File: config.mk
export PLATFORM = sky130hd
export DESIGN_NAME = block_stream_emitter
export DESIGN_NICKNAME = d
export VERILOG_FILES = /design/src/rtl/block_stream_pkg.sv /design/src/rtl/block_token_rom.sv /design/src/rtl/block_stream_emitter.sv
export SDC_FILE = /design/constraint.sdc
export NUM_CORES = 1
export LEC_CHECK = 0
export ABC_AREA = 1
export BUFFER_PORTS_ARGS = -buffer_cell sky130_fd_sc_hd__clkbuf_2
export CORE_ASPECT_RATIO = 0.7
export CORE_MARGIN = 2
export CORE_UTILIZATION = 30
export CTS_CLUSTER_SIZE = 30
export DETAILED_ROUTE_END_ITERATION = 8
export PLACE_DENSITY = 0.53
export SLEW_MARGIN = 25
export SYNTH_ARGS = -nofsm -noshare
export SYNTH_HDL_FRONTEND = slang
export SYNTH_SLANG_ARGS = --single-unit
File: constraint.sdc
create_clock -name clk -period 2.2 [get_ports clk]
set_clock_uncertainty 0.2 [all_clocks]
set_input_delay 0.22 -clock clk [delete_from_list [all_inputs] [get_ports clk]]
set_output_delay 0.22 -clock clk [all_outputs]
set_load 0.005 [all_outputs]
File: src/rtl/block_stream_pkg.sv
// Shared definitions for the begin/end block stream emitter: command and
// state encodings, ASCII constants, token lengths and a case helper.
package block_stream_pkg;

    typedef enum logic [1:0] {
        CMD_BEGIN  = 2'b00,
        CMD_END    = 2'b01,
        CMD_FILLER = 2'b10,
        CMD_SPACE  = 2'b11
    } cmd_e;

    typedef enum logic [1:0] {
        ST_IDLE = 2'd0,
        ST_EMIT = 2'd1,
        ST_TAIL = 2'd2
    } state_e;

    // Character index inside a token; the longest token has 5 letters.
    localparam int IDX_W = 3;
    localparam logic [IDX_W-1:0] IDX_ZERO = '0;
    localparam logic [IDX_W-1:0] IDX_ONE  = {{(IDX_W-1){1'b0}}, 1'b1};

    localparam logic [7:0] CHAR_SPACE = 8'h20;
    localparam logic [7:0] CHAR_B     = 8'h62;
    localparam logic [7:0] CHAR_D     = 8'h64;
    localparam logic [7:0] CHAR_E     = 8'h65;
    localparam logic [7:0] CHAR_G     = 8'h67;
    localparam logic [7:0] CHAR_I     = 8'h69;
    localparam logic [7:0] CHAR_N     = 8'h6E;
    localparam logic [7:0] CHAR_X     = 8'h78;
    localparam logic [7:0] CHAR_LC_A  = 8'h61;
    localparam logic [7:0] CHAR_LC_Z  = 8'h7A;
    localparam logic [7:0] CASE_DELTA = 8'h20;

    localparam logic [IDX_W-1:0] LEN_BEGIN  = 3'd5;
    localparam logic [IDX_W-1:0] LEN_END    = 3'd3;
    localparam logic [IDX_W-1:0] LEN_FILLER = 3'd2;

    // Letter count of a token (the trailing space is not included).
    function automatic logic [IDX_W-1:0] token_len(input cmd_e t);
        case (t)
            CMD_BEGIN:  return LEN_BEGIN;
            CMD_END:    return LEN_END;
            CMD_FILLER: return LEN_FILLER;
            default:    return IDX_ZERO;
        endcase
    endfunction

    // Lowercase ASCII letter to uppercase; everything else passes through.
    function automatic logic [7:0] to_upper(input logic [7:0] c);
        if (c >= CHAR_LC_A && c <= CHAR_LC_Z)
            return c - CASE_DELTA;
        return c;
    endfunction

endpackage

File: src/rtl/block_token_rom.sv
// Combinational token text lookup: (token, index, case select) gives the
// ASCII letter at that position and whether it is the token's last letter.
module block_token_rom
    import block_stream_pkg::*;
(
    input  cmd_e             token,
    input  logic [IDX_W-1:0] index,
    input  logic             upper,
    output logic [7:0]       ch,
    output logic             last
);

    logic [7:0] lower;

    // Letter table; out-of-range positions read as a space.
    always_comb begin
        lower = CHAR_SPACE;
        case (token)
            CMD_BEGIN: begin
                case (index)
                    3'd0:    lower = CHAR_B;
                    3'd1:    lower = CHAR_E;
                    3'd2:    lower = CHAR_G;
                    3'd3:    lower = CHAR_I;
                    3'd4:    lower = CHAR_N;
                    default: lower = CHAR_SPACE;
                endcase
            end
            CMD_END: begin
                case (index)
                    3'd0:    lower = CHAR_E;
                    3'd1:    lower = CHAR_N;
                    3'd2:    lower = CHAR_D;
                    default: lower = CHAR_SPACE;
                endcase
            end
            CMD_FILLER: begin
                case (index)
                    3'd0:    lower = CHAR_B;
                    3'd1:    lower = CHAR_X;
                    default: lower = CHAR_SPACE;
                endcase
            end
            default: lower = CHAR_SPACE;
        endcase
    end

    assign ch   = upper ? to_upper(lower) : lower;
    // SPACE has no letters, so it never reports a last letter.
    assign last = (token != CMD_SPACE) && (index == token_len(token) - IDX_ONE);

endmodule

File: src/rtl/block_stream_emitter.sv
// Serialises BEGIN/END/FILLER/SPACE commands into an ASCII character stream
// (letters plus one trailing space) and tracks nesting depth for the block
// checker. Define UPPERCASE_EN to emit letters in uppercase.
module block_stream_emitter
    import block_stream_pkg::*;
#(
    parameter int DEPTH_W = 8
) (
    input  logic               clk,
    input  logic               reset,
    input  logic               cmd_valid,
    input  logic [1:0]         cmd,
    output logic               cmd_ready,
    output logic [7:0]         out_char,
    output logic               out_valid,
    input  logic               out_ready,
    output logic [DEPTH_W-1:0] depth,
    output logic               balanced,
    output logic               err
);

`ifdef UPPERCASE_EN
    localparam logic UPPER = 1'b1;
`else
    localparam logic UPPER = 1'b0;
`endif

    localparam logic [DEPTH_W-1:0] DEPTH_MAX = '1;
    localparam logic [DEPTH_W-1:0] DEPTH_ONE = {{(DEPTH_W-1){1'b0}}, 1'b1};

    state_e           state;
    cmd_e             tok;
    logic [IDX_W-1:0] idx;
    logic             on_last;   // the character now on out_char is the token's last letter

    cmd_e             cmd_in;
    cmd_e             tok_sel;
    logic [IDX_W-1:0] idx_sel;
    logic [7:0]       rom_ch;
    logic             rom_last;

    assign cmd_in = cmd_e'(cmd);

    // The ROM always looks up the character that will be registered next:
    // letter 0 of the incoming command in IDLE, the following letter otherwise.
    always_comb begin
        tok_sel = tok;
        idx_sel = idx + IDX_ONE;
        if (state == ST_IDLE) begin
            tok_sel = cmd_in;
            idx_sel = IDX_ZERO;
        end
    end

    block_token_rom u_rom (
        .token (tok_sel),
        .index (idx_sel),
        .upper (UPPER),
        .ch    (rom_ch),
        .last  (rom_last)
    );

    // Token FSM with registered handshake outputs and depth/error tracking.
    always_ff @(posedge clk) begin
        if (!reset) begin
            state     <= ST_IDLE;
            tok       <= CMD_SPACE;
            idx       <= IDX_ZERO;
            on_last   <= 1'b0;
            cmd_ready <= 1'b1;
            out_valid <= 1'b0;
            out_char  <= CHAR_SPACE;
            depth     <= '0;
            err       <= 1'b0;
        end else begin
            case (state)
                ST_IDLE: begin
                    if (cmd_valid) begin
                        tok       <= cmd_in;
                        idx       <= IDX_ZERO;
                        cmd_ready <= 1'b0;
                        out_valid <= 1'b1;
                        if (cmd_in == CMD_SPACE) begin
                            state    <= ST_TAIL;
                            out_char <= CHAR_SPACE;
                            on_last  <= 1'b0;
                        end else begin
                            state    <= ST_EMIT;
                            out_char <= rom_ch;
                            on_last  <= rom_last;
                        end
                        // Depth saturates at both ends; hitting either end is sticky.
                        case (cmd_in)
                            CMD_BEGIN: begin
                                if (depth == DEPTH_MAX) err <= 1'b1;
                                else                    depth <= depth + DEPTH_ONE;
                            end
                            CMD_END: begin
                                if (depth == '0) err <= 1'b1;
                                else             depth <= depth - DEPTH_ONE;
                            end
                            default: ;
                        endcase
                    end
                end
                ST_EMIT: begin
                    if (out_ready) begin
                        if (on_last) begin
                            state    <= ST_TAIL;
                            out_char <= CHAR_SPACE;
                            on_last  <= 1'b0;
                        end else begin
                            idx      <= idx_sel;
                            out_char <= rom_ch;
                            on_last  <= rom_last;
                        end
                    end
                end
                ST_TAIL: begin
                    if (out_ready) begin
                        state     <= ST_IDLE;
                        out_valid <= 1'b0;
                        cmd_ready <= 1'b1;
                    end
                end
                default: begin
                    state     <= ST_IDLE;
                    out_valid <= 1'b0;
                    cmd_ready <= 1'b1;
                end
            endcase
        end
    end

    assign balanced = (depth == '0) && !err;

endmodule

==> Implementation_results.wiki <==
{| class="wikitable"
! Metric !! Value
|-
| Vias in the first global route || 1,675
|-
| Number of sinks on the clock net || 25
|-
| Data arrival at the endpoint of the critical path || 2.00 ns
|-
| Max Fanout on Critical Path || 10
|-
| Fraction of registers with async set or reset after synthesis || 0
|-
| Critical path class || reg2reg
|-
| Clock insertion delay at the later pin of the skew report || 0.28 ns
|-
| Number of vias after detailed routing || 1,827
|-
| Clock Pin Slew Worst Setup and Hold Paths || 0.10 ns
|-
| Placement Rows || 23
|-
| Initial core utilization || 0.3159
|-
| Antenna cell count || 0
|-
| Worst Slack Setup Final || 0.2125 ns
|-
| Hold-fix buffer count after cts || 0
|-
| Data required time at the worst endpoint || 2.21 ns
|-
| Max Clk Rate || 503.1 MHz
|-
| Max-cap violation count || 0
|-
| Drt pass-1 iters || 5
|-
| Buffer levels on the longest clock path || 2
|-
| Overflow after GRT || 0
|-
| CTS Buf Count || 3
|-
| Placement-stage worst setup slack || 0.1263 ns
|-
| Critical Path Start Type || flop
|-
| Overall track demand over capacity in global routing || 0.1496
|-
| Share of the clock period used by the worst path || 0.9034
|-
| Cell variety after synth || 34
|-
| Final TNS setup || 0 ns
|-
| Fraction of final layout cells sized beyond drive strength 1 || 0.1514
|-
| Netlist area before placement || 0.001846 sq mm
|-
| Post-layout net count || 336
|-
| Y dimension of the die || 69.62 microns
|-
| Setup repair after global routing missed its margin || no
|-
| Wire length of the first global-routing pass || 8238 microns
|-
| Final max-slew violation count || 0
|-
| Filler instances || 655
|-
| Total Die Area || 0.006805 sq mm
|-
| Area leader, netlist || dfxtp_1
|-
| Number of buffers inserted by port buffering || 23
|-
| Number of synthesized flops with an enable pin || 0
|-
| Commonest cells post-synth || 93 x nand2_1, 44 x inv_1, 25 x dfxtp_1, 25 x nor2_1, 21 x nand3_1
|-
| Post-DP HPWL || 3809 microns
|-
| Clock tree from TritonCTS || done
|-
| Start point of the critical path || state[0]
|-
| Layout overhead on the synthesized area || 13.08%
|-
| Number of antenna violations at the first check in global routing || 0
|-
| Class of the most critical hold timing path || in2reg
|-
| Level count of the clock H-tree || 1
|-
| Largest cells by area after synthesis || dfxtp_1 27%, nand2_1 19%, inv_1 8.9%
|-
| Weighted congestion at the end of routability-driven global placement || 0.8207
|-
| Worst-Margin Slew || 0.6139 ns
|-
| Detailed Route WL || 4875 microns
|-
| CTS root buf || clkbuf_8
|-
| Number of warnings reported in the yosys synthesis log || 0
|-
| Synthesized Nets || 311
|-
| Worst VDD drop || 0.2516 mV
|-
| Worst slew margin || 0.5903
|-
| Total I/O pin count || 26
|-
| Final ANT Viol Nets || 0
|-
| Maximum number of pins on one net before global-route repair || 17
|-
| Reg2reg start || state[0]
|-
| Number of failing setup endpoints in the final timing report || 0
|-
| Share of Yosys cell area claimed by the top area cell type || 0.2712
|-
| Final routed DRC violation total || 0
|-
| Leakage power || 0.001085 uW
|-
| Most frequent cell after synthesis || nand2_1
|-
| Worst Setup End Kind || flop
|-
| Status || complete, no violations
|-
| Die outline width || 97.75 microns
|-
| Number of synthesized register bits || 25
|-
| Number of DRC markers after the initial detailed-route iteration || 100
|-
| Post-synthesis cell count || 293
|-
| Ys flop type || dfxtp_1
|-
| Total core area || 0.005842 sq mm
|-
| Mean routed wirelength per cell || 12.44 microns
|-
| Mean number of vias per cell || 4.661
|-
| Post-Syn Area per Cell || 6.299 sq um
|-
| Start point of the worst min-delay path || cmd_valid
|-
| Number of endpoints with negative hold slack in the final report || 0
|-
| Time the final worst path needs with I/O delays and setup || 1.987 ns
|-
| Sequential share of the synthesized area || 0.2712
|-
| Pwr Density || 802.8 mW/mm^2
|}
-- cell type report --
cell class	instances	area, sq um	area share
flip-flops and latches	25	501.7	0.2404
clock buffers	3	41.29	0.01978
clock inverters	1	8.758	0.004197
inverters	47	176.4	0.08453
repair buffers	25	130.1	0.06235
multi-input cells	216	1135	0.5438
well taps	75	93.84	0.04496
-- critical path: stages, from the launching register on --
cell and delay (ns):
dfxtp_1 0.43, inv_2 0.08, nand2_4 0.14, nand2_1 0.06, o21ai_1 0.17, inv_1 0.11, ha_1 0.20, inv_1 0.06
nand3_2 0.12, nor2_2 0.16, nor2_1 0.06, a21oi_2 0.14
-- what timing repair did --
| action | in CTS | in global routing |
|---|---|---|
| setup endpoints to repair | 0 | 5 |
| hold endpoints to repair | 0 | 0 |
| gates resized for setup | 0 | 1 |
| buffers inserted | 0 | 0 |
-- final timing paths --
kind / endpoint / slack (ns) / cells past startpoint
max: out_char[6] / 0.21 / 11
min: tok[0] / 0.09 / 3
max reg2reg: out_char[6] / 0.21 / 11
min reg2reg: out_char[1] / 0.27 / 2
-- sequential cells by signal, summed over array words and instances (netlist names) --
name       count
err            1
out_char       6
cmd_ready      1
idx            3
out_valid      1
state          2
tok            2
depth          8
on_last        1
-- cell families (layout without fill, tap and decap cells) --
group	count (synthesis)	after routing	synth area share
compound gates	40	40	0.1214
xor+xnor	3	3	0.01424
fa+ha+maj	12	12	0.08542
buf+inv	52	76	0.1139
flops	25	25	0.2712
other cells	2	2	0.004069
simple gates	159	159	0.3898
-- power by group --
part           switching, uW  leakage [uW]  internal (uW)  total (uW)
clock                    170     0.0000261            133         304
combinational            522      0.000854            280         802
sequential              55.3      0.000205            514         570
-- cells in the final DEF (no fill, tap or decap), types with 3 or more instances in the layout --
master	n
ha_1	11
nor2_4	4
clkbuf_2	23
dfxtp_1	24
nor2_1	25
a21oi_1	19
clkbuf_8	3
inv_2	3
o21ai_1	3
inv_1	44
o21ai_0	9
nand3_1	21
nand2_2	3
nand4_1	3
nand3_2	3
nand2_1	93
-- per-layer routing --
metal  share of wire  wire, microns  global-route usage  up-vias
met2            0.39           1923              0.2100       41
li1                -              -                   -      971
met1            0.55           2687              0.2353      813
met4          0.0057             28             0.02932        0
met5               0              0                   0        -
met3           0.048            236             0.02722        2
-- per-stage QoR --
stage	cell area, sq um	power, uW	hold WS (ns)	utilization	instances
after detailed placement	2036	1372	0.2555	0.3485	388
after floorplan	1846	1156	0.2083	-	293
after CTS	2086	1682	0.07458	0.3570	392
after global placement	2036	1371	0.2551	0.3485	388
final	2087	1675	0.09227	0.3573	392
after global routing	2087	1837	0.1105	0.3573	392
Note: power is estimated with default switching activity, not from simulation.
